[config.mk]
export PLATFORM = sky130hd
export DESIGN_NAME = scan_seq
export DESIGN_NICKNAME = d
export VERILOG_FILES = /design/src/rtl/scan_seq.sv
export SDC_FILE = /design/constraint.sdc
export NUM_CORES = 1
export LEC_CHECK = 0
export BUFFER_PORTS_ARGS = -buffer_cell sky130_fd_sc_hd__buf_2
export CORE_ASPECT_RATIO = 0.8
export CORE_MARGIN = 8
export CORE_UTILIZATION = 43
export DETAILED_ROUTE_END_ITERATION = 6
export GPL_ROUTABILITY_DRIVEN = 1
export HOLD_SLACK_MARGIN = 0.12
export PLACE_DENSITY = 0.67
export SETUP_SLACK_MARGIN = 0.1
export SLEW_MARGIN = 20
export SYNTH_ARGS = -nofsm -noshare
export SYNTH_HDL_FRONTEND = slang
export SYNTH_SLANG_ARGS = --single-unit
[constraint.sdc]
create_clock -name tick -period 2.2 [get_ports tick]
set_input_delay 0.44 -clock tick [delete_from_list [all_inputs] [get_ports tick]]
set_output_delay 0.44 -clock tick [all_outputs]
set_load 0.01 [all_outputs]
[src/rtl/scan_seq.sv]
// scan_seq: scan sequencer for the 16x4-bit register bank.
//
// A start request latches a register range. The sequencer then walks the
// 6-bit address {rg_a, bit_a} from {first_rg, 0} to {last_rg, 3}. The walk
// wraps modulo 64, so a range with last_rg < first_rg passes through
// register 15 and on to register 0. For each address it fetches one bit from
// the bank and offers that bit downstream over a valid/ready handshake. It
// pulses done once the last bit has been accepted.
//
// Ports:
//   tick      clock, rising edge
//   clr_n     synchronous active-low reset
//   start     scan request, honoured only while idle
//   abort     cancel the scan, honoured in any non-idle state
//   first_rg  first register of the range, latched on accepted start
//   last_rg   last register of the range, latched on accepted start
//   rd_bit    bank read data at (rg_a, bit_a), combinational from the bank
//   out_rdy   downstream ready
//   rg_a      bank register address (registered)
//   bit_a     bank bit address (registered)
//   out_bit   scan data (registered)
//   out_vld   out_bit valid
//   busy      high in every state except idle
//   done      one-cycle pulse at normal completion
//   nbits     number of accepted beats in the current or last scan, 0..64
module scan_seq (
  input  logic       tick,
  input  logic       clr_n,
  input  logic       start,
  input  logic       abort,
  input  logic [3:0] first_rg,
  input  logic [3:0] last_rg,
  input  logic       rd_bit,
  input  logic       out_rdy,
  output logic [3:0] rg_a,
  output logic [1:0] bit_a,
  output logic       out_bit,
  output logic       out_vld,
  output logic       busy,
  output logic       done,
  output logic [6:0] nbits
);

  typedef enum logic [1:0] {
    S_IDLE,
    S_FETCH,
    S_SEND,
    S_DONE
  } state_t;

  state_t     state;
  logic [5:0] addr;
  logic [3:0] first_q;
  logic [3:0] last_q;

  // Number of registers in the range, 1..16. The subtraction wraps modulo
  // 16, so first_q == last_q + 1 yields the full bank.
  logic [4:0] span;
  logic [6:0] scan_len;
  logic       at_end;

  assign span     = {1'b0, last_q - first_q} + 5'd1;
  assign scan_len = {span, 2'b00};
  assign at_end   = (addr == {last_q, 2'b11});

  assign {rg_a, bit_a} = addr;

  // busy, out_vld and done are registered flags. Each is set or cleared in
  // the same edge that enters the matching state, so they always agree with
  // the state register.
  always_ff @(posedge tick) begin
    if (!clr_n) begin
      state   <= S_IDLE;
      addr    <= '0;
      first_q <= '0;
      last_q  <= '0;
      out_bit <= 1'b0;
      out_vld <= 1'b0;
      busy    <= 1'b0;
      done    <= 1'b0;
      nbits   <= '0;
    end else begin
      case (state)
        S_IDLE: begin
          out_vld <= 1'b0;
          done    <= 1'b0;
          // abort has no meaning here, so start wins even if both are high
          if (start) begin
            first_q <= first_rg;
            last_q  <= last_rg;
            addr    <= {first_rg, 2'b00};
            nbits   <= '0;
            busy    <= 1'b1;
            state   <= S_FETCH;
          end else begin
            busy <= 1'b0;
          end
        end

        S_FETCH: begin
          if (abort) begin
            busy  <= 1'b0;
            state <= S_IDLE;
          end else begin
            // The address has been stable for a full cycle by now
            out_bit <= rd_bit;
            out_vld <= 1'b1;
            state   <= S_SEND;
          end
        end

        S_SEND: begin
          // A beat that is accepted in the same cycle as abort still counts
          if (out_rdy) begin
            nbits <= nbits + 7'd1;
          end
          if (abort) begin
            out_vld <= 1'b0;
            busy    <= 1'b0;
            state   <= S_IDLE;
          end else if (out_rdy) begin
            out_vld <= 1'b0;
            if (at_end) begin
              // The address walk and the beat count must agree at the end
              assert (nbits + 7'd1 == scan_len);
              done  <= 1'b1;
              state <= S_DONE;
            end else begin
              addr  <= addr + 6'd1;
              state <= S_FETCH;
            end
          end
        end

        S_DONE: begin
          // done is already high this cycle, so abort changes nothing here
          done  <= 1'b0;
          busy  <= 1'b0;
          state <= S_IDLE;
        end

        default: begin
          state <= S_IDLE;
        end
      endcase
    end
  end

endmodule

==> results.toml, run 1 <==
[setup_path]
reg2reg_from = "state[0]"
cp.arrival_ns = 2.04
r2r_slack_ns = 0.36
cp-end-kind = "register"
crit_path_start_kind = "register"
worstPathMaxFanout = 9
critPathKind = "register to register"
rr_worst_depth = 6
worstPathRequired_ns = 2.40
r2r-end = "nbits[5]"

[synthesis]
synth_top_area_frac = 0.3644
ys_types = 41
synth_area_mm2 = 0.001264
syn-instance-count = 153
yosys.area.top_type = "dfxtp_1"
yosysSeqAreaShare = 0.3644
synth_area_leaders = "dfxtp_1 36%, ha_1 6.9%, a21oi_1 6.3%, nand3_1 5.1%, nand2_1 4.5%"
synth_ff_type = "dfxtp_1"
ys_warn_count = 0
postSynthAreaPerCell_um2 = 8.260
ys_ff_latch = 23
synthArstFlopShare = 0
synth_enable_flop_cells = 0
syn_nets = 174

[power]
p_total_mw = 0.8823
p_leak_nw = 0.5933
peakVddDrop_uv = 321.5
powerDensity_mw_per_mm2 = 598.1

[sta]
max_freq_mhz = 543.7
finalCritPeriodShare = 0.8360
hold_viol = 0
worst_hold_slack_ns = 0.4185
skew_ns = 0.006389
worst_pin_slew_ns = 0.4348
finalCriticalPeriod_ns = 1.839
finalSetupTns_ns = 0
rsz0062_at_grt = "false"
relSlewSlack = 0.7098
finalSetupViolCount = 0
drv_slew = 0

[outcome]
status = "finished, final reports clean"

[global_routing]
grt_first_pass_wirelength_mm = 5.437
grt_max_degree = 14
gr-total-overflow = 0
antenna_found_initial = 0
grtUsageTotal = 0.1315
grt_pass1_vias = 1200

[hold_path]
min_path_type = "input port to register"
hold_start = "last_rg[0]"
min_to = "last_q[0]"
hold_path_depth = 3

[detailed_routing]
firstDrtPassIters = 4
wl_per_cell_um = 14.47
drt_iter0_drc = 77
wirelength_mm = 3.168
vias_per_cell = 5.511
num_vias = 1207
ant_nets = 0
drc_errors = 0

[placement]
dp_hpwl_mm = 2.435
place_congestion = 0.8834
port_buffers = 30

[clocking]
clockBufferDepth = 2
post_cts.repair.setup_buffers = 0
clock_sinks = 23
cts_tree = "yes"
htree_levels = 1
insertion_delay_ns = 0.27
ctsHoldBuffers = 0
cts_buffers = 3
cts-root-buf = "clkbuf_8"
cts-resized-gates = 0
clk_pin_slew_worst_paths_ns = 0.08

[die]
die_area_mm2 = 0.004941
core_area_mm2 = 0.002786
num_io_pins = 31
initial_core_util = 0.4535
rows = 17
die_x_um = 76.61
chipHeight_um = 64.49

[cells_and_area]
drive_gt1_frac = 0.2099
area_growth_pct = 16.73
insertedDiodeCount = 0
nNetsFinal = 203

[run]
drv_cap = 0
[layout make-up]
class                   count  area, um2
well taps                  38      47.55
clock buffers               4      45.04
inverters                   9      33.78
multi-input cells         114      730.7
flip-flops and latches     23      460.4
repair buffers             31      157.7
fillers                   280       1311
[power by group]
part	internal (mW)	switching [mW]	leakage (nW)	total (mW)
Combinational	0.0695	0.0968	0.383	0.166
Sequential	0.434	0.0194	0.187	0.453
Clock	0.129	0.133	0.0228	0.263
Total	0.633	0.249	0.593	0.882
[per-layer routing]
| layer | vias up | GRT usage | wire length [um] | part of all wire |
|---|---|---|---|---|
| met5 | - | 0 | 0 | 0 |
| met4 | 0 | 0.04545 | 31 | 0.0098 |
| met3 | 4 | 0.04270 | 168 | 0.053 |
| met2 | 28 | 0.2124 | 1406 | 0.44 |
| met1 | 559 | 0.1621 | 1561 | 0.49 |
| li1 | 616 | - | - | - |
[per-stage QoR]
stage | cell area, um2 | instances | util | setup WS, ns
final | 1475 | 219 | 0.5294 | 0.3609
after global routing | 1475 | 219 | 0.5294 | 0.2185
after CTS | 1475 | 219 | 0.5294 | 0.3759
after detailed placement | 1430 | 215 | 0.5132 | 0.3743
after global placement | 1430 | 215 | 0.5132 | 0.4595
after floorplan | 1264 | 153 | - | 0.5279
[flip-flops by register name, indices dropped and copies added (netlist names)]
name     cells
nbits        7
addr         6
last_q       4
out_bit      1
busy         1
state        2
done         1
out_vld      1
[synth_stat cells, drive strengths merged, types with 5 or more instances]
cell type  count
clkbuf         5
ha             7
dfxtp         23
a21oi         16
nor2           5
o21ai          7
inv            9
nand3         13
or3            5
nand2         15
nor3           6
[logic make-up after synthesis]
group,after synthesis,synth area share
AND/OR/NAND/NOR,56,0.2376
XOR/XNOR,5,0.03465
multiplexers,1,0.01188
adder cells (fa/ha/maj),7,0.06930
buffers and inverters,16,0.05742
AO/OA/AOI/OAI,45,0.2248
flip-flops,23,0.3644
[worst max-delay path, stage by stage, from the launching register on]
cell	delay, ns
dfxtp_1	0.40
inv_1	0.10
ha_1	0.34
mux2_4	0.31
nand4_4	0.13
or3_1	0.36
a21oi_1	0.14
[worst max path at each step]
stage                         from       end  slack [ns]
after floorplan           state[0]  nbits[6]        0.53
after global placement    state[0]  nbits[6]        0.46
after detailed placement  state[0]  nbits[3]        0.37
after CTS                 state[0]  nbits[5]        0.38
after global routing      state[0]   addr[1]        0.22
final                     state[0]  nbits[5]        0.36
[placed cells by master, fill, tap and decap left out, types with 2 or more instances in the layout]
| master | instances |
|---|---|
| a211oi_1 | 3 |
| a21oi_1 | 16 |
| nand2_1 | 15 |
| nand3_1 | 13 |
| nand4_1 | 3 |
| dfxtp_1 | 23 |
| inv_1 | 9 |
| o22ai_1 | 3 |
| xnor2_1 | 4 |
| or3_1 | 5 |
| clkbuf_8 | 3 |
| nor3_1 | 6 |
| a21o_1 | 2 |
| a31oi_1 | 4 |
| o21ai_0 | 6 |
| nor2_1 | 5 |
| ha_1 | 7 |
| buf_2 | 30 |
| nor2b_1 | 2 |
No activity file was read; power rests on OpenSTA's default activity.
==> run 2: changes to the inputs <==
Settings changed: PLACE_DENSITY 0.67 to 0.69.
Clock period 2.2 ns to 1.5 ns, I/O delays scaled along.
==> results.toml, run 2 (synthesis gave the netlist of run 1 again) <==
[sta]
finalCriticalPeriod_ns = 1.504
finalSetupViolCount = 1
hold_viol = 0
finalCritPeriodShare = 1.002
drv_slew = 0
max_freq_mhz = 665.1
setup_ws_ns = -0.003515
worst_pin_slew_ns = 0.3957
relSlewSlack = 0.7350
worst_hold_slack_ns = 0.2856
rsz0062_at_grt = "true"
skew_ns = 0.001454

[setup_path]
crit_chain = "inv_4 -> ha_4 -> mux2_4 -> nand4_4 -> or3_1 -> a21oi_2"
crit_slowest_cell = "dfxtp_4"
worst-path-buf-inv = 1
r2r_slack_ns = -0.004
critPathKind = "register to register"
critPathMaxStageDelay_ns = 0.39
worstPathRequired_ns = 1.70
cp.arrival_ns = 1.71
crit_family = "simple AND/OR/NAND/NOR gates"
crit_path_start_kind = "register"
rr_worst_depth = 6
cp-end-kind = "register"
worstPathMaxFanout = 8
crit_cells = 6

[cells_and_area]
final_common_cell = "buf_2"
area_growth_pct = 33.47
multi_input_area_um2 = 807.0
drive_gt1_frac = 0.3636
largest_reg_flops = 7
nNetsFinal = 220
final_util = 0.6053
layout_common_cells = "30 x buf_2, 21 x dfxtp_1, 18 x buf_4"
seqCellArea_um2 = 465.4
fillers = 259
stdcell_count = 236
largest_register = "nbits"
insertedDiodeCount = 0
reg_top3 = "nbits x7, addr x6, last_q x4"

[die]
initial_core_util = 0.4535
chipHeight_um = 64.49
rows = 17
num_io_pins = 31
core_area_mm2 = 0.002786
die_area_mm2 = 0.004941
die_x_um = 76.61

[detailed_routing]
vias_per_cell = 5.453
wirelength_mm = 3.369
wl_per_cell_um = 14.28
drc_errors = 0
firstDrtPassIters = 6
drt_iter0_drc = 81
num_vias = 1287
ant_nets = 0

[clocking]
cts_buffers = 3
cts_tree = "yes"
insertion_delay_ns = 0.26
htree_levels = 1
clock_sinks = 23
cts-root-buf = "clkbuf_8"
clockBufferDepth = 2
ctsHoldBuffers = 0
clk_pin_slew_worst_paths_ns = 0.08

[power]
powerDensity_mw_per_mm2 = 799.7
peakVddDrop_uv = 651.6
p_leak_nw = 0.6895

[outcome]
violations = "setup timing"
status = "finished with violations"

[global_routing]
antenna_found_initial = 0
grt_pass1_vias = 1264
grt_first_pass_wirelength_mm = 5.747
gr-total-overflow = 0
grt_max_degree = 13
grtUsageTotal = 0.1366

[placement]
port_buffers = 30
place_congestion = 0.8911
dp_hpwl_mm = 2.594
place_inst = 230

[hold_path]
min_path_type = "input port to register"
hold_path_depth = 3

[run]
drv_cap = 0
run 2: worst register-to-register path: stages, from the launching register on:
cell and delay (ns):
dfxtp_4 0.39, inv_4 0.04, ha_4 0.16, mux2_4 0.26, nand4_4 0.13, or3_1 0.35
a21oi_2 0.12
run 2: worst paths after layout:
path                     to        from
setup reg to reg   nbits[5]    state[1]
setup / recovery   nbits[5]    state[1]
hold reg to reg        done        done
hold / removal    last_q[3]  last_rg[3]
run 2: what timing repair did:
item                       4_1_cts  5_1_grt
pin swaps                        3        1
gates resized for setup          5       10
setup buffers                    2        0
setup endpoints to repair       16       16
run 2: layout make-up:
| type | instances | share of cell area |
|---|---|---|
| Multi-Input combinational cell | 114 | 0.4785 |
| Inverter | 9 | 0.02151 |
| Tap cell | 38 | 0.02819 |
| Sequential cell | 23 | 0.2760 |
| Timing Repair Buffer | 48 | 0.1691 |
| Clock buffer | 4 | 0.02671 |
run 2: metal layers:
layer,vias to the layer above,track usage,share of wire,wire length [um]
met5,-,0,0,0
met4,0,0.02153,0.0027,9
met3,2,0.04821,0.053,177
met2,34,0.2209,0.45,1519
met1,602,0.1746,0.49,1663
li1,649,-,-,-
run 2: stage by stage:
step                total power, mW  instance area, um2  setup TNS, ns  setup slack [ns]
global placement             0.9578                1564       -0.01032          -0.01032
CTS                           1.346                1647              0          0.006549
floorplan                    0.8752                1290       -0.07430          -0.04703
global route                  1.429                1687        -0.3308          -0.05167
finish                        1.349                1687      -0.003515         -0.003515
detailed placement           0.9632                1564        -0.2518          -0.07051
run 2: power by group:
| group | switching (mW) | total (mW) | internal (mW) |
|---|---|---|---|
| clock network | 0.193 | 0.383 | 0.190 |
| logic | 0.169 | 0.309 | 0.140 |
| registers | 0.0211 | 0.657 | 0.636 |
==> run 3: changes to the inputs <==
Settings changed: PLACE_DENSITY 0.69 to 0.72.
==> results.toml, run 3 (synthesis gave the netlist of run 1 again) <==
[clocking]
cts-root-buf = "clkbuf_8"
clk_pin_slew_worst_paths_ns = 0.09
clock_sinks = 23
clockBufferDepth = 2
ctsHoldBuffers = 0
cts_tree = "yes"
cts_buffers = 3
htree_levels = 1
insertion_delay_ns = 0.26

[setup_path]
cp.arrival_ns = 1.71
worstPathMaxFanout = 7
cp-end-kind = "register"
worstPathRequired_ns = 1.71
critPathKind = "register to register"
crit_path_start_kind = "register"

[detailed_routing]
num_vias = 1285
wl_met2_mm = 1.651
top_layer = "met4"
wirelength_met1_mm = 1.670
wl_per_cell_um = 14.93
drc_errors = 0
wirelength_mm = 3.524
ant_nets = 0
firstDrtPassIters = 4
drt_iter0_drc = 91
met3_length_um = 172
vias_per_cell = 5.445

[sta]
relSlewSlack = 0.7425
drv_slew = 0
finalSetupViolCount = 1
hold_viol = 0
finalCritPeriodShare = 1.002
worst_pin_slew_ns = 0.3854
finalCriticalPeriod_ns = 1.503
max_freq_mhz = 665.4
finalSetupTns_ns = -0.002840
setup_ws_ns = -0.002840
worst_hold_slack_ns = 0.2870
skew_ns = 0.009390
rsz0062_at_grt = "true"

[cells_and_area]
nNetsFinal = 220
final_common_cell = "buf_2"
largest_reg_flops = 7
layout_common_cells = "30 x buf_2, 20 x dfxtp_1, 18 x buf_4"
largest_register = "nbits"
insertedDiodeCount = 0
reg_top3 = "nbits x7, addr x6, last_q x4"
drive_gt1_frac = 0.3990
area_growth_pct = 35.84
final_util = 0.6161
stdcell_count = 236

[placement]
place_inst = 227
place_congestion = 0.8741
dp_hpwl_mm = 2.595
port_buffers = 30

[outcome]
status = "finished with violations"
violations = "setup timing"

[global_routing]
gr-total-overflow = 0
grt_pass1_vias = 1247
grt_max_degree = 13
grt_first_pass_wirelength_mm = 5.699
grtUsageTotal = 0.1364
antenna_found_initial = 0

[hold_path]
min_path_type = "input port to register"

[die]
core_area_mm2 = 0.002786
die_area_mm2 = 0.004941
initial_core_util = 0.4535
num_io_pins = 31
rows = 17
chipHeight_um = 64.49
die_x_um = 76.61

[run]
drv_cap = 0

[power]
peakVddDrop_uv = 419.9
powerDensity_mw_per_mm2 = 799.1
p_leak_nw = 0.7009
==> run 3: layout make-up <==
type                       instances  area [um2]
inverter                           9       38.79
tap                               38       47.55
clock buffer                       4       45.04
sequential                        23       466.7
multi-input combinational        114       833.3
timing repair buffer              48       285.3
fill                             250        1070
==> run 3: final timing paths <==
path	start	end	slack, ns	cells after the start
min reg2reg	done	done	0.48	2
max	state[0]	nbits[4]	-0.003	6
min	last_rg[2]	last_q[2]	0.29	3
max reg2reg	state[0]	nbits[4]	-0.003	6
==> run 3: routing by layer <==
metal / global-route usage / up-vias
met5: 0 / -
met2: 0.2220 / 37
met3: 0.03581 / 4
li1: - / 647
met4: 0.04785 / 0
met1: 0.1715 / 597
==> run 3: stage by stage <==
step	setup WS, ns	power (mW)	area [um2]
2_1_floorplan	-0.04703	0.8752	1290
3_3_place_gp	-0.02429	0.9475	1541
3_5_place_dp	-0.1431	0.9538	1541
4_1_cts	-0.008972	1.349	1660
5_1_grt	-0.05364	1.435	1717
6_report	-0.002840	1.372	1717
==> run 3: power by group <==
part           internal (mW)  switching, mW
registers              0.636         0.0244
logic                  0.148          0.175
clock network          0.189          0.198
total                  0.974          0.398
==> run 3: repair_timing <==
item,CTS,global route
hold endpoints to repair,0,0
buffers inserted,3,2
endpoints found under the setup margin,17,17
pin swaps,8,3
gates cloned,0,0
resized for setup,13,11
==> run 3: worst max-delay path, stage by stage, from the launching register on <==
cell     delay, ns
dfxtp_2       0.36
inv_4         0.05
ha_4          0.16
mux2_4        0.25
nand4_4       0.13
or3_4         0.35
a21oi_2       0.14
